<file path="src/rtl/led_sequence_player.sv">
// LED sequence player: a small FIFO of {pattern, ticks} entries, each shown on
// the LED bank for a programmed number of prescaled ticks. Supports one-shot
// playback, looped playback (completed entries re-appended) and abort.
module led_sequence_player #(
  parameter int unsigned CLK_FREQ     = 25_000_000,
  parameter int unsigned TICK_HZ      = 1_000,
  parameter int unsigned DEPTH        = 4,
  parameter logic [7:0]  IDLE_PATTERN = 8'h00
) (
  input  logic                     clk,
  input  logic                     rst_n,
  input  logic                     cmd_valid,
  output logic                     cmd_ready,
  input  logic [7:0]               cmd_pattern,
  input  logic [15:0]              cmd_ticks,
  input  logic                     loop_en,
  input  logic                     abort,
  output logic [7:0]               leds,
  output logic                     busy,
  output logic [$clog2(DEPTH):0]   level
);

  localparam int unsigned TICK_DIV = CLK_FREQ / TICK_HZ;
  localparam int unsigned PW       = (TICK_DIV > 1) ? $clog2(TICK_DIV) : 1;
  localparam int unsigned AW       = $clog2(DEPTH);

  localparam logic [PW-1:0] PrescMax  = PW'(TICK_DIV - 1);
  localparam logic [AW:0]   LevelFull = (AW + 1)'(DEPTH);

  typedef enum logic [1:0] {StIdle, StLoad, StPlay} state_e;

  state_e          state_q;
  logic [7:0]      leds_q;
  logic [PW-1:0]   presc_q;
  logic [15:0]     tick_cnt_q;
  logic [7:0]      cur_pattern_q;
  logic [15:0]     cur_ticks_q;
  logic            replay_q;
  logic [AW-1:0]   wr_ptr_q;
  logic [AW-1:0]   rd_ptr_q;
  logic [AW:0]     level_q;
  logic [AW:0]     level_d;
  logic [23:0]     mem_q [DEPTH];

  logic            push;
  logic            pop;
  logic            reappend;
  logic            replay;
  logic            wr_en;
  logic [23:0]     wr_data;
  logic [23:0]     head;
  logic            tick_wrap;
  logic            entry_end;
  logic [15:0]     cur_len;

  assign cmd_ready = (level_q != LevelFull) & ~loop_en & ~abort;
  assign push      = cmd_valid & cmd_ready;
  assign head      = mem_q[rd_ptr_q];

  assign cur_len   = (cur_ticks_q == 16'd0) ? 16'd1 : cur_ticks_q;
  assign tick_wrap = (state_q == StPlay) && (presc_q == PrescMax);
  assign entry_end = tick_wrap && ((tick_cnt_q + 16'd1) == cur_len);

  // A lone looping entry is replayed from cur_* instead of going through the
  // FIFO, so level stays 0. A re-append into a full FIFO (host filled it
  // before loop_en rose) is dropped: there is no slot for it.
  assign replay    = entry_end && loop_en && (level_q == '0);
  assign reappend  = entry_end && loop_en && (level_q != '0) && (level_q != LevelFull);
  assign pop       = (state_q == StLoad) && !replay_q;

  // Host pushes require !loop_en and re-appends require loop_en: never both.
  assign wr_en     = (push | reappend) & ~abort;
  assign wr_data   = push ? {cmd_pattern, cmd_ticks} : {cur_pattern_q, cur_ticks_q};

  assign leds      = leds_q;
  assign busy      = (state_q != StIdle);
  assign level     = level_q;

  // Next FIFO occupancy from this cycle's write and pop.
  always_comb begin
    level_d = level_q;
    if (wr_en && !pop) begin
      level_d = level_q + (AW + 1)'(1);
    end else if (!wr_en && pop) begin
      level_d = level_q - (AW + 1)'(1);
    end
  end

  // FIFO storage; flushing only resets pointers, so no reset is needed here.
  always_ff @(posedge clk) begin
    if (wr_en) begin
      mem_q[wr_ptr_q] <= wr_data;
    end
  end

  // Playback FSM, prescaler, tick counter and FIFO pointers; abort wins.
  always_ff @(posedge clk or negedge rst_n) begin
    if (!rst_n) begin
      state_q       <= StIdle;
      leds_q        <= IDLE_PATTERN;
      presc_q       <= '0;
      tick_cnt_q    <= '0;
      cur_pattern_q <= '0;
      cur_ticks_q   <= '0;
      replay_q      <= 1'b0;
      wr_ptr_q      <= '0;
      rd_ptr_q      <= '0;
      level_q       <= '0;
    end else if (abort) begin
      state_q    <= StIdle;
      leds_q     <= IDLE_PATTERN;
      presc_q    <= '0;
      tick_cnt_q <= '0;
      replay_q   <= 1'b0;
      wr_ptr_q   <= '0;
      rd_ptr_q   <= '0;
      level_q    <= '0;
    end else begin
      level_q <= level_d;
      if (wr_en) begin
        wr_ptr_q <= wr_ptr_q + AW'(1);
      end
      if (pop) begin
        rd_ptr_q <= rd_ptr_q + AW'(1);
      end
      unique case (state_q)
        StIdle: begin
          if (level_q != '0) begin
            state_q <= StLoad;
          end
        end
        StLoad: begin
          if (!replay_q) begin
            cur_pattern_q <= head[23:16];
            cur_ticks_q   <= head[15:0];
            leds_q        <= head[23:16];
          end
          presc_q    <= '0;
          tick_cnt_q <= '0;
          replay_q   <= 1'b0;
          state_q    <= StPlay;
        end
        StPlay: begin
          if (tick_wrap) begin
            presc_q <= '0;
            if (entry_end) begin
              tick_cnt_q <= '0;
              replay_q   <= replay;
              if (level_d != '0 || replay) begin
                state_q <= StLoad;
              end else begin
                state_q <= StIdle;
                leds_q  <= IDLE_PATTERN;
              end
            end else begin
              tick_cnt_q <= tick_cnt_q + 16'd1;
            end
          end else begin
            presc_q <= presc_q + PW'(1);
          end
        end
        default: begin
          state_q <= StIdle;
          leds_q  <= IDLE_PATTERN;
        end
      endcase
    end
  end

endmodule
</file>
<file path="config.mk">
export PLATFORM = sky130hd
export DESIGN_NAME = led_sequence_player
export DESIGN_NICKNAME = d
export VERILOG_FILES = /design/src/rtl/led_sequence_player.sv
export SDC_FILE = /design/constraint.sdc
export NUM_CORES = 1
export LEC_CHECK = 0
export CAP_MARGIN = 10
export CORE_ASPECT_RATIO = 0.8
export CORE_UTILIZATION = 55
export DETAILED_ROUTE_END_ITERATION = 10
export GPL_ROUTABILITY_DRIVEN = 0
export HOLD_SLACK_MARGIN = 0.03
export PLACE_DENSITY = 0.72
export SKIP_LAST_GASP = 1
export SYNTH_ARGS = -nofsm -noshare
export SYNTH_HDL_FRONTEND = slang
export SYNTH_SLANG_ARGS = --single-unit
export TNS_END_PERCENT = 100
</file>
<file path="constraint.sdc">
create_clock -name clk -period 9 [get_ports clk]
set_clock_uncertainty 0.1 [all_clocks]
set_input_delay 0.9 -clock clk [delete_from_list [all_inputs] [get_ports clk]]
set_output_delay 0.9 -clock clk [all_outputs]
set_load 0.01 [all_outputs]
</file>
### After elaboration in Yosys (flattened, before gate mapping)

Memory sizes are Yosys's and may differ from the RTL's.
Cells that the tools add are included.

* bits in registers: 73
* output and inout bits: 13
* memories: 1
* input port bits: 29
* RAM bits: 96

Memories
* mem_q: depth 4, bits a word 24, read ports 1, clocked after memory_dff 0, wr ports 1, line 43 `logic [23:0] mem_q [DEPTH];`

* bitwise logic cells: 8
* muxes and demuxes: 34
* equal/unequal tests: 11
* add/subtract/negate cells: 6
* reductions and logical operators: 27

Operator list (count)
* 16-bit 2-to-1 mux: 4
* 8-bit 2-to-1 mux: 5
* 16-bit one-hot mux with 2 select lines: 1
* 15-bit 2-to-1 mux: 2
* 15-bit one-hot mux with 2 select lines: 1
* 24-bit 2-to-1 mux: 1
* 8-bit one-hot mux with 3 select lines: 1
* 3-bit != test, second input constant: 6
* 16-bit by 1-bit adder with 16-bit output, second input constant: 1
* 16-bit == test: 1
* 16-bit zero test: 1
* 2-bit 2-to-1 mux: 8
* 15-bit by 1-bit adder with 15-bit output, second input constant: 1
* 15-bit == test, second input constant: 1
* 1-bit logical AND: 9
* 3-bit 2-to-1 mux: 3
* 3-bit AND reduction: 3
* 3-bit nonzero test: 3
* 1-bit 2-to-1 mux: 6
* 2-bit one-hot mux with 3 select lines: 1
* 2-bit nonzero test: 3
* 5-bit AND reduction: 1
* 2-bit by 1-bit adder with 2-bit output, second input constant: 2
* 1-bit AND: 4
* other kinds (13): 17

### Depth between registers and ports, before layout

* depth in word-level cells: 20
* mapped depth: 13

### Worst setup path before layout

No wires, ideal clock.

* path kind: reg2reg
* start point: register presc_q[0]
* end point: memory mem_q[0][0] (enable)
* period minus slack after synthesis: 3.814 ns
* path buffers: 2
* arrival: 3.331 ns
* cell stages (with the launch flop): 12
* slack: 5.186 ns
* library setup time: 0.383 ns
* cell sequence: dfrtp_1 > ha_1 > or4b_1 > or4_4 > nor2_4 > o2111ai_1 > or4_1 > buf_2 > o21a_1 > buf_6 > nor2_1 > and2_1

* cells in the longest elaborated chain, start to end: 10

Ends and longest elaborated chain
* start: declaration: line 34 `logic [PW-1:0] presc_q;`
* start signal: assignment: line 159 `presc_q <= presc_q + PW'(1);`
* 15-bit == test: line 61 `assign tick_wrap = (state_q == StPlay) && (presc_q == PrescMax);`
* 1-bit logical AND: line 61
* 1-bit logical AND: line 62 `assign entry_end = tick_wrap && ((tick_cnt_q + 16'd1) == cur_len);`
* 1-bit logical AND (3 in series): line 68 `assign reappend = entry_end && loop_en && (level_q != '0) && (level_q != LevelFull);`
* 1-bit OR: line 72 `assign wr_en = (push | reappend) & ~abort;`
* 1-bit AND: line 72
* 1-bit 2-to-1 mux: line 91 `if (wr_en) begin`
* 1-bit 2-to-1 mux (not written as such): line 92 `mem_q[wr_ptr_q] <= wr_data;`
* end: declaration: line 43

No other way between the ends.

### Worst setup path after layout

* start point: register tick_cnt_q[0]
* end point: memory mem_q[0][4] (enable)

* cells in the longest elaborated chain, start to end: 10

Ends and longest elaborated chain
* start: declaration: line 35 `logic [15:0] tick_cnt_q;`
* start signal: assignment: line 156 `tick_cnt_q <= tick_cnt_q + 16'd1;`
* 16-bit by 1-bit adder with 16-bit output: line 62
* 16-bit == test: line 62
* 1-bit logical AND: line 62
* 1-bit logical AND (3 in series): line 68
* 1-bit OR: line 72
* 1-bit AND: line 72
* 1-bit 2-to-1 mux: line 91
* 1-bit 2-to-1 mux (not written as such): line 92

No other way between the ends.

==> impl_metrics.tcl <==
set metrics [dict create \
    status "finished clean" \
    cts.path.max_buffers 2 \
    ys_seq_area_share_pct 59.04 \
    wl_microns 17450 \
    setup_viol 0 \
    ant_nets 0 \
    cp_common_cell "nor2_1" \
    synth_flop_cell "edfxtp_1" \
    powerDensity_mw_per_mm2 263.8 \
    synth_edf_count 96 \
    met1_length_microns 7765 \
    post_route_cells_drive_above_1_share_pct 14.14 \
    place_area_sq_mm 0.008543 \
    min_from "cur_pattern_q[7]" \
    die_width_microns 136.6 \
    via_count 5408 \
    drtIter0Drc 498 \
    r2r_end "mem_q[0][4]" \
    regToRegStartpoint "tick_cnt_q[0]" \
    tightest_slew_ps 967.3 \
    cts_buffers 17 \
    crit_type "reg2reg" \
    finalNetCount 725 \
    rows 38 \
    grt_first_pass_wirelength_microns 28430 \
    post-route-drc-count 0 \
    hp-class "reg2reg" \
    dp_hpwl_microns 11090 \
    area_delta_synth_final_pct 13.91 \
    whs_path_depth 1 \
    synth-simple-area-share_pct 15.00 \
    vias_per_cell 6.145 \
    die_height_microns 109.7 \
    netlist_area_sq_mm 0.007976 \
    fp.dieArea_sq_mm 0.01499 \
    max_stage_delay_ps 700 \
    n_antenna_cell 0 \
    overflow 0 \
    worst_ep_arrival_time_ps 4150 \
    worst_path_max_delay_cell "or4_1" \
    synth_compound_area_share_pct 8.141 \
    max_cap_violations 0 \
    post_drt_wl_per_cell_microns 19.83 \
    syn_nets 690 \
    ir_drop_mv 0.2480 \
    cts.sinks 169 \
    postCtsSetupBuffers 0 \
    slew_headroom_pct 33.85 \
    rsz0062_at_grt "false" \
    core_sq_mm 0.01384 \
    synthXorXnorAreaFrac_pct 3.624 \
    r2r_slack_ps 4830 \
    leakagePower_nw 3.342 \
    timing.final.crit_share_pct 46.34 \
    antenna_found_initial 0 \
    postSynth.asyncResetShare_pct 43.20 \
    synth-seq-cells 169 \
    cts-resized-gates 0 \
    met3WireLength_microns 1061 \
    synth-adder-area-share_pct 1.412 \
    htreeDepth 4 \
    wl_met2_microns 8321 \
    crit_path_start_kind "flop" \
    fillers 996 \
    cts_root_buf "clkbuf_16" \
    cts_hold_buf 0 \
    clk_pin_slew_ps 70 \
    drv_slew 0 \
    start_util_pct 57.65 \
    path_cells "ha_1, nand3_1, nor2_1, xnor2_1, nand4_1, or4_1, o21a_1, nor2_1, and2_1, buf_4" \
    syn_area_per_cell_sq_um 12.23 \
    routed.top_layer "met4" \
    grt_max_degree 74 \
    synth_cell_types 61 \
    min_period_ps 4171 \
    cts_tree "done" \
    clock.fmax_mhz 239.8 \
    tns_ps 0 \
    synth_mux_area_share_pct 10.43 \
    end_kind "flop" \
    pin_count 42 \
    io_buffers 41 \
    cp.required_ps 8980 \
    synth_cells 652 \
    clock_latency_ps 430 \
    grtUsageTotal_pct 25.68 \
    ff2ff_path_depth 10 \
    crit_fanout 24 \
    design_area_sq_mm 0.009086 \
    yosysWarnings 0 \
    finalHoldViolCount 0 \
    min_to "cur_pattern_q[7]" \
    grt_pass1_vias 5486 \
    synth_top_family_by_area "simple AND/OR/NAND/NOR gates" \
    drt_first_pass_iters 5 \
]
==> cell type report <==
| type | count | area, sq um | area share, % |
|---|---|---|---|
| Multi-Input combinational cell | 437 | 3084 | 33.94 |
| Clock inverter | 13 | 110.1 | 1.212 |
| Tap cell | 180 | 225.2 | 2.479 |
| Timing Repair Buffer | 51 | 483.0 | 5.315 |
| Clock buffer | 19 | 432.9 | 4.765 |
| Inverter | 11 | 41.29 | 0.4544 |
| Sequential cell | 169 | 4710 | 51.83 |
==> worst max-delay path by stage <==
stage,start,to,slack (ps),depth (start not counted)
CTS,tick_cnt_q[0],mem_q[0][4],4910,10
global route,tick_cnt_q[0],mem_q[3][6],4520,10
finish,tick_cnt_q[0],mem_q[0][4],4830,10
detailed placement,abort,leds[7],4830,8
global placement,abort,leds[3],4930,8
floorplan,presc_q[0],mem_q[0][0],5190,11
==> metal layers <==
metal | global-route usage [%] | vias to the layer above
li1 | - | 2484
met1 | 34.12 | 2697
met2 | 41.33 | 195
met3 | 5.210 | 32
met4 | 11.03 | 0
met5 | 0 | -
==> critical path, delay by kind of cell (launching register included) <==
family	cells	cell delay [ps]
compound gates	1	360
xor+xnor	1	200
fa+ha+maj	1	320
buf+inv	1	350
flops	1	520
simple gates	6	1950
==> logic make-up (layout without fill, tap and decap cells) <==
group | count (synthesis) | after routing
buffers and inverters | 46 | 94
and+or+nand+nor | 235 | 235
DFF | 169 | 169
adders and majority gates | 9 | 9
muxes | 58 | 58
xor gates and xnor gates | 33 | 33
AOI/OAI and AO/OA | 102 | 102
==> registers in the layout (all words and copies together), names as in the netlist, 3 cells and up <==
register,cells
mem_q,96
cur_ticks_q,16
tick_cnt_q,16
presc_q,15
cur_pattern_q,8
leds,8
level,3
==> Yosys cell counts, drive strengths merged (7+ instances only) <==
library cell  instances  area [sq um]
nand2               100         375.4
edfxtp               96          2883
dfrtp                73          1827
o21ai                43         215.2
nor2                 33         131.4
mux2                 31         349.1
clkbuf               22         83.83
xnor2                18         157.7
mux4                 17         382.9
nand4                16         121.4
nand3                15         75.07
xor2                 15         131.4
a21oi                13         65.06
buf                  13         62.56
inv                  11         41.29
mux2i                10         100.1
nor3                 10         61.31
or3                  10         62.56
ha                    9         112.6
nor4                  9         62.56
a31oi                 8         50.05
and2                  8         50.05
a2bb2oi               7         61.31
nand2b                7         43.79
==> stage by stage <==
step | power [W] | setup WS [ps] | utilization [%] | std cells | hold WS, ps
2_1_floorplan | 0.001503 | 5186 | - | 652 | 343.6
3_3_place_gp | 0.001687 | 4929 | 61.75 | 848 | 358.6
3_5_place_dp | 0.001716 | 4833 | 61.75 | 848 | 371.6
4_1_cts | 0.002403 | 4913 | 65.67 | 880 | 387.4
5_1_grt | 0.002521 | 4521 | 65.67 | 880 | 423.4
6_report | 0.002397 | 4829 | 65.67 | 880 | 386.5
==> report_power, final <==
part           total (W)  internal [W]  switching (W)
logic           0.000646      0.000286       0.000360
registers        0.00107      0.000958       0.000108
clock network   0.000685      0.000363       0.000322
==> cells in the final DEF (no fill, tap or decap), types with 4 or more instances in the layout <==
cell,instances
mux2i_1,10
clkdlybuf4s50_1,40
ha_1,9
dfrtp_1,73
o31ai_1,6
nor4_1,8
nand2b_1,7
nand3_1,15
a31oi_1,8
o41ai_1,5
inv_1,11
xnor2_1,18
nand4_1,14
o21ai_0,43
mux4_2,17
buf_4,11
inv_6,5
nor2_1,32
inv_8,4
mux2_2,31
or4_1,4
nand2_1,100
nor2b_1,4
and2_1,8
a21oi_1,13
or3_1,10
a2bb2oi_1,7
nor3_1,8
clkbuf_16,17
xor2_1,15
edfxtp_1,96
Note: power is estimated with default switching activity, not from simulation.
